==> config.mk <==
export PLATFORM = sky130hd
export DESIGN_NAME = neg_capture_serializer
export DESIGN_NICKNAME = d
export VERILOG_FILES = /design/src/rtl/neg_capture_serializer.sv
export SDC_FILE = /design/constraint.sdc
export NUM_CORES = 1
export LEC_CHECK = 0
export BUFFER_PORTS_ARGS = -buffer_cell sky130_fd_sc_hd__buf_4
export CAP_MARGIN = 20
export CORE_MARGIN = 1.5
export CORE_UTILIZATION = 40
export DETAILED_ROUTE_END_ITERATION = 10
export GPL_ROUTABILITY_DRIVEN = 0
export GPL_TIMING_DRIVEN = 0
export SYNTH_ARGS = -nofsm -noshare
export SYNTH_HDL_FRONTEND = slang
export SYNTH_SLANG_ARGS = --single-unit
==> constraint.sdc <==
create_clock -name CLK -period 3.8 [get_ports CLK]
set_input_delay 0.57 -clock CLK [delete_from_list [all_inputs] [get_ports CLK]]
set_output_delay 0.57 -clock CLK [all_outputs]
set_load 0.005 [all_outputs]
==> src/rtl/neg_capture_serializer.sv <==
// neg_capture_serializer: MSB-first serializer launching on rising CLK for negedge-capture receivers.
// Define NEG_CAPTURE_SERIALIZER_PARITY_EN to append an even-parity bit to each frame.
module neg_capture_serializer #(
    parameter int WIDTH = 8,
    parameter int CNT_W = 5
) (
    input  logic             CLK,
    input  logic             R,
    input  logic             LOAD_VALID,
    input  logic [WIDTH-1:0] D,
    output logic             LOAD_READY,
    output logic             SDO,
    output logic             FRAME,
    output logic             BUSY
);
    localparam logic [2:0] INIT   = 3'd0;
    localparam logic [2:0] IDLE   = 3'd1;
    localparam logic [2:0] SHIFT  = 3'd2;
    localparam logic [2:0] GAP    = 3'd3;
`ifdef NEG_CAPTURE_SERIALIZER_PARITY_EN
    localparam logic [2:0] PARITY = 3'd4;
`endif

    logic [2:0]       state_q, state_d;
    logic [WIDTH-1:0] sh_q, sh_d;
    logic [CNT_W-1:0] cnt_q, cnt_d;
    logic             sdo_q, sdo_d;
    logic             frame_q, frame_d;
    logic             ready_q, busy_q;
`ifdef NEG_CAPTURE_SERIALIZER_PARITY_EN
    logic             par_q, par_d;
`endif

    always_comb begin
        state_d = state_q;
        sh_d    = sh_q;
        cnt_d   = cnt_q;
        sdo_d   = 1'b0;
        frame_d = 1'b0;
`ifdef NEG_CAPTURE_SERIALIZER_PARITY_EN
        par_d   = par_q;
`endif
        case (state_q)
            INIT: state_d = IDLE;
            IDLE: if (LOAD_VALID) begin
                state_d = SHIFT;
                sh_d    = D;
                cnt_d   = '0;
                sdo_d   = D[WIDTH-1];
                frame_d = 1'b1;
`ifdef NEG_CAPTURE_SERIALIZER_PARITY_EN
                par_d   = ^D;
`endif
            end
            SHIFT: if (cnt_q == CNT_W'(WIDTH - 1)) begin
`ifdef NEG_CAPTURE_SERIALIZER_PARITY_EN
                state_d = PARITY;
                sdo_d   = par_q;
                frame_d = 1'b1;
`else
                state_d = GAP;
`endif
            end else begin
                // sh_q[WIDTH-1] is already on SDO, so the next bit sits one below it
                sh_d    = sh_q << 1;
                cnt_d   = cnt_q + CNT_W'(1);
                sdo_d   = sh_q[WIDTH-2];
                frame_d = 1'b1;
            end
`ifdef NEG_CAPTURE_SERIALIZER_PARITY_EN
            PARITY: state_d = GAP;
`endif
            GAP:     state_d = IDLE;
            default: state_d = INIT;
        endcase
    end

    always_ff @(posedge CLK or negedge R) begin
        if (!R) begin
            state_q <= INIT;
            sh_q    <= '0;
            cnt_q   <= '0;
            sdo_q   <= 1'b0;
            frame_q <= 1'b0;
            ready_q <= 1'b0;
            busy_q  <= 1'b1;
`ifdef NEG_CAPTURE_SERIALIZER_PARITY_EN
            par_q   <= 1'b0;
`endif
        end else begin
            state_q <= state_d;
            sh_q    <= sh_d;
            cnt_q   <= cnt_d;
            sdo_q   <= sdo_d;
            frame_q <= frame_d;
            ready_q <= (state_d == IDLE);
            busy_q  <= (state_d != IDLE);
`ifdef NEG_CAPTURE_SERIALIZER_PARITY_EN
            par_q   <= par_d;
`endif
        end
    end

    assign LOAD_READY = ready_q;
    assign SDO        = sdo_q;
    assign FRAME      = frame_q;
    assign BUSY       = busy_q;
endmodule

==> metrics.md <==
| Metric | Value |
|---|---|
| Outcome | `finished clean` |
| Syn nets | `80` |
| Finished Cell Area | `approximately 1000 sq um` |
| Setup tns final | `0 ps` |
| Final Net Count | `about 100` |
| Power Dens Cells | `434 nW/um^2` |
| Startpoint types | `flop` |
| Largest net degree at the start of global routing | `20` |
| Final setup margin | `2110 ps` |
| Post-Route WL | `1450 microns` |
| # IOs | `15` |
| CTS H-tree depth | `1` |
| Final hold vios | `0` |
| Detailed Route Iter0 Violations | `0` |
| Pre-CTS WS | `2020 ps` |
| WL/cell | `about 13 microns` |
| Min Clock Period, post-route | `1690 ps` |
| EDFF count, synth | `0` |
| Tot GR Track Use | `0.145` |
| Vias per Instance | `approximately 5.3` |
| Diodes inserted | `0` |
| Critical-path top delay cell | `dfrtp_1` |
| Asr flop ratio synth | `1.00` |
| Clk_skew | `3.34 ps` |
| Kind of cell adding the most delay to the critical path | `compound AO/OA/AOI/OAI gates` |
| Fmax | `593 MHz` |
| Syn_area_per_cell | `approximately 12 sq um` |
| Vias in the first global route | `570` |
| Clock Sinks | `19` |
| Initial core utilization | `0.424` |
| Critical path class | `reg2reg` |
| Horiz. Die Dim | `48.6 microns` |
| Core Region | `1960 sq um` |
| Ys Warns | `0` |
| Fillers | `~190` |
| Worst skew pair latency | `300 ps` |
| Global-route wire length before repair | `2570 microns` |
| Crit path max fanout | `10` |
| Most frequent cell after synthesis | `dfrtp_1` |
| Vias | `599` |
| PortBufs | `14` |
| Layout cells sized above 1 | `0.279` |
| CP Capture Type | `flop` |
| Post-CTS Hold Fix Bufs | `0` |
| Synth Flop Type | `dfrtp_1` |
| Max Cap Viol | `0` |
| Critical path data required time | `4050 ps` |
| Resize count post-CTS | `0` |
| Hold WS | `roughly 120 ps` |
| Hold crit path type | `in2async` |
| TritonCTS clock tree | `built` |
| Final Cycle Share | `0.444` |
| Die extent in y | `between 40 and 50 microns` |
| Syn-to-layout area delta | `19.8%` |
| Library cells used by synthesis | `32` |
| DRC errors left | `0` |
| Peak VDD IR | `261 uV` |
| Clk buf depth | `2` |
| Hpwl dp | `1050 microns` |
| Cell Area, Synth | `832 sq um` |
| Pins Over Slew Limit | `0` |
| Leak pwr | `0.000427 uW` |
| Initial antenna violation count | `0` |
| Post-Place Cell Area | `971 sq um` |
| Synth Instances | `68` |
| Clock transition at the registers of the reported paths | `100 ps` |
| Std cell rows | `16` |
| RSZ-0062 raised after global routing | `no` |
| Critical Path AT | `1930 ps` |
| Post-CTS setup buffer count | `0` |
| Grt ovf | `0` |
| Drt pass-1 iters | `1` |
| Crit path largest cell delay | `420 ps` |
| WP buf/inv | `1` |
| Die ar. | `2360 sq um` |
| Register area share after synthesis | `0.573` |
| Post-synth top cells | `dfrtp_1 (18), o21a_1 (5), o32a_1 (5), nand2_1 (4), nand3_1 (3)` |
| Largest cells by area after synthesis | `dfrtp_1 (54%), o32a_1 (6.0%), o21a_1 (4.5%)` |
| Post-synth top area share | `0.541` |
| Cell accounting for the most synthesized area | `dfrtp_1` |
| Setup violators final | `0` |
| Worst path cell trace | `ha_1, nor4bb_1, clkbuf_2, o21ai_2, o221a_2` |
| Antenna-violating nets left | `0` |
| Total CTS buffers | `3` |
| Synth Register Bits | `19` |
| Root Driver | `clkbuf_4` |
==> per-stage QoR <==
step / power, uW / utilization / instances
floorplan: 308 / - / 68
global placement: 336 / 0.495 / 109
detailed placement: 338 / 0.495 / 109
CTS: 441 / 0.508 / 113
global route: 460 / 0.508 / 113
finish: 433 / 0.508 / 113
==> cell families after synthesis <==
kind of cell,after synthesis,share of synthesized area
buffers and inverters,5,0.0331
and+or+nand+nor,19,0.150
AOI/OAI and AO/OA,22,0.212
DFF,19,0.573
other,1,0.00451
adders and majority gates,1,0.0150
muxes,1,0.0120
==> worst paths after layout <==
kind / startpoint / endpoint / slack, ps / cells past startpoint
setup / recovery: cnt_q[0]$_DFFE_PN0P_ / sh_q[1]$_DFFE_PN0P_ / 2110 / 5
hold / removal: R / cnt_q[3]$_DFFE_PN0P_ / 120 / 1
setup reg to reg: cnt_q[0]$_DFFE_PN0P_ / sh_q[1]$_DFFE_PN0P_ / 2110 / 5
hold reg to reg: sh_q[6]$_DFFE_PN0P_ / sh_q[6]$_DFFE_PN0P_ / 500 / 1
max in group asynchronous: R / BUSY$_DFF_PN1_ / 3420 / 1
min in group CLK: D[0] / sh_q[0]$_DFFE_PN0P_ / 480 / 3
==> metal layers <==
layer  wire length (microns)  GRT usage  vias to the layer above
met4                      45      0.100                        0
met1                     656      0.189                      290
met5                       0          0                        -
met2                     690      0.221                       13
li1                        -          -                      291
met3                      55     0.0216                        5
==> registers in the layout, summed over array words and instances, names as in the netlist <==
| name | cells |
|---|---|
| state_q | 3 |
| BUSY | 1 |
| cnt_q | 5 |
| FRAME | 1 |
| LOAD_READY | 1 |
| sh_q | 7 |
| SDO | 1 |
==> layout by cell type, fill, tap and decap left out, types with 2 or more instances in the layout <==
cell        n
o21ai_0     2
a21oi_1     2
inv_1       2
o32a_1      5
nand3_1     3
o21a_1      5
nor2_1      2
or3_1       2
buf_4      14
clkbuf_1    2
clkbuf_4    3
nand2_1     4
nand4bb_1   2
dfrtp_1    18
==> area by class of cell <==
class,instances,area [sq um],share of cell area
flip-flops and latches,19,477,0.478
plain buffers,3,20.0,0.0201
multi-input cells,44,328,0.329
inverters,2,7.51,0.00753
clock buffers,4,26.3,0.0263
well taps,27,33.8,0.0339
repair buffers,14,105,0.105
==> power breakdown <==
part	switching [uW]	total, uW	internal (uW)
Clock	60.6	102	40.9
Sequential	23.5	263	239
Combinational	26.9	68.8	41.9
Total	111	433	322
No activity file was read; power rests on OpenSTA's default activity.
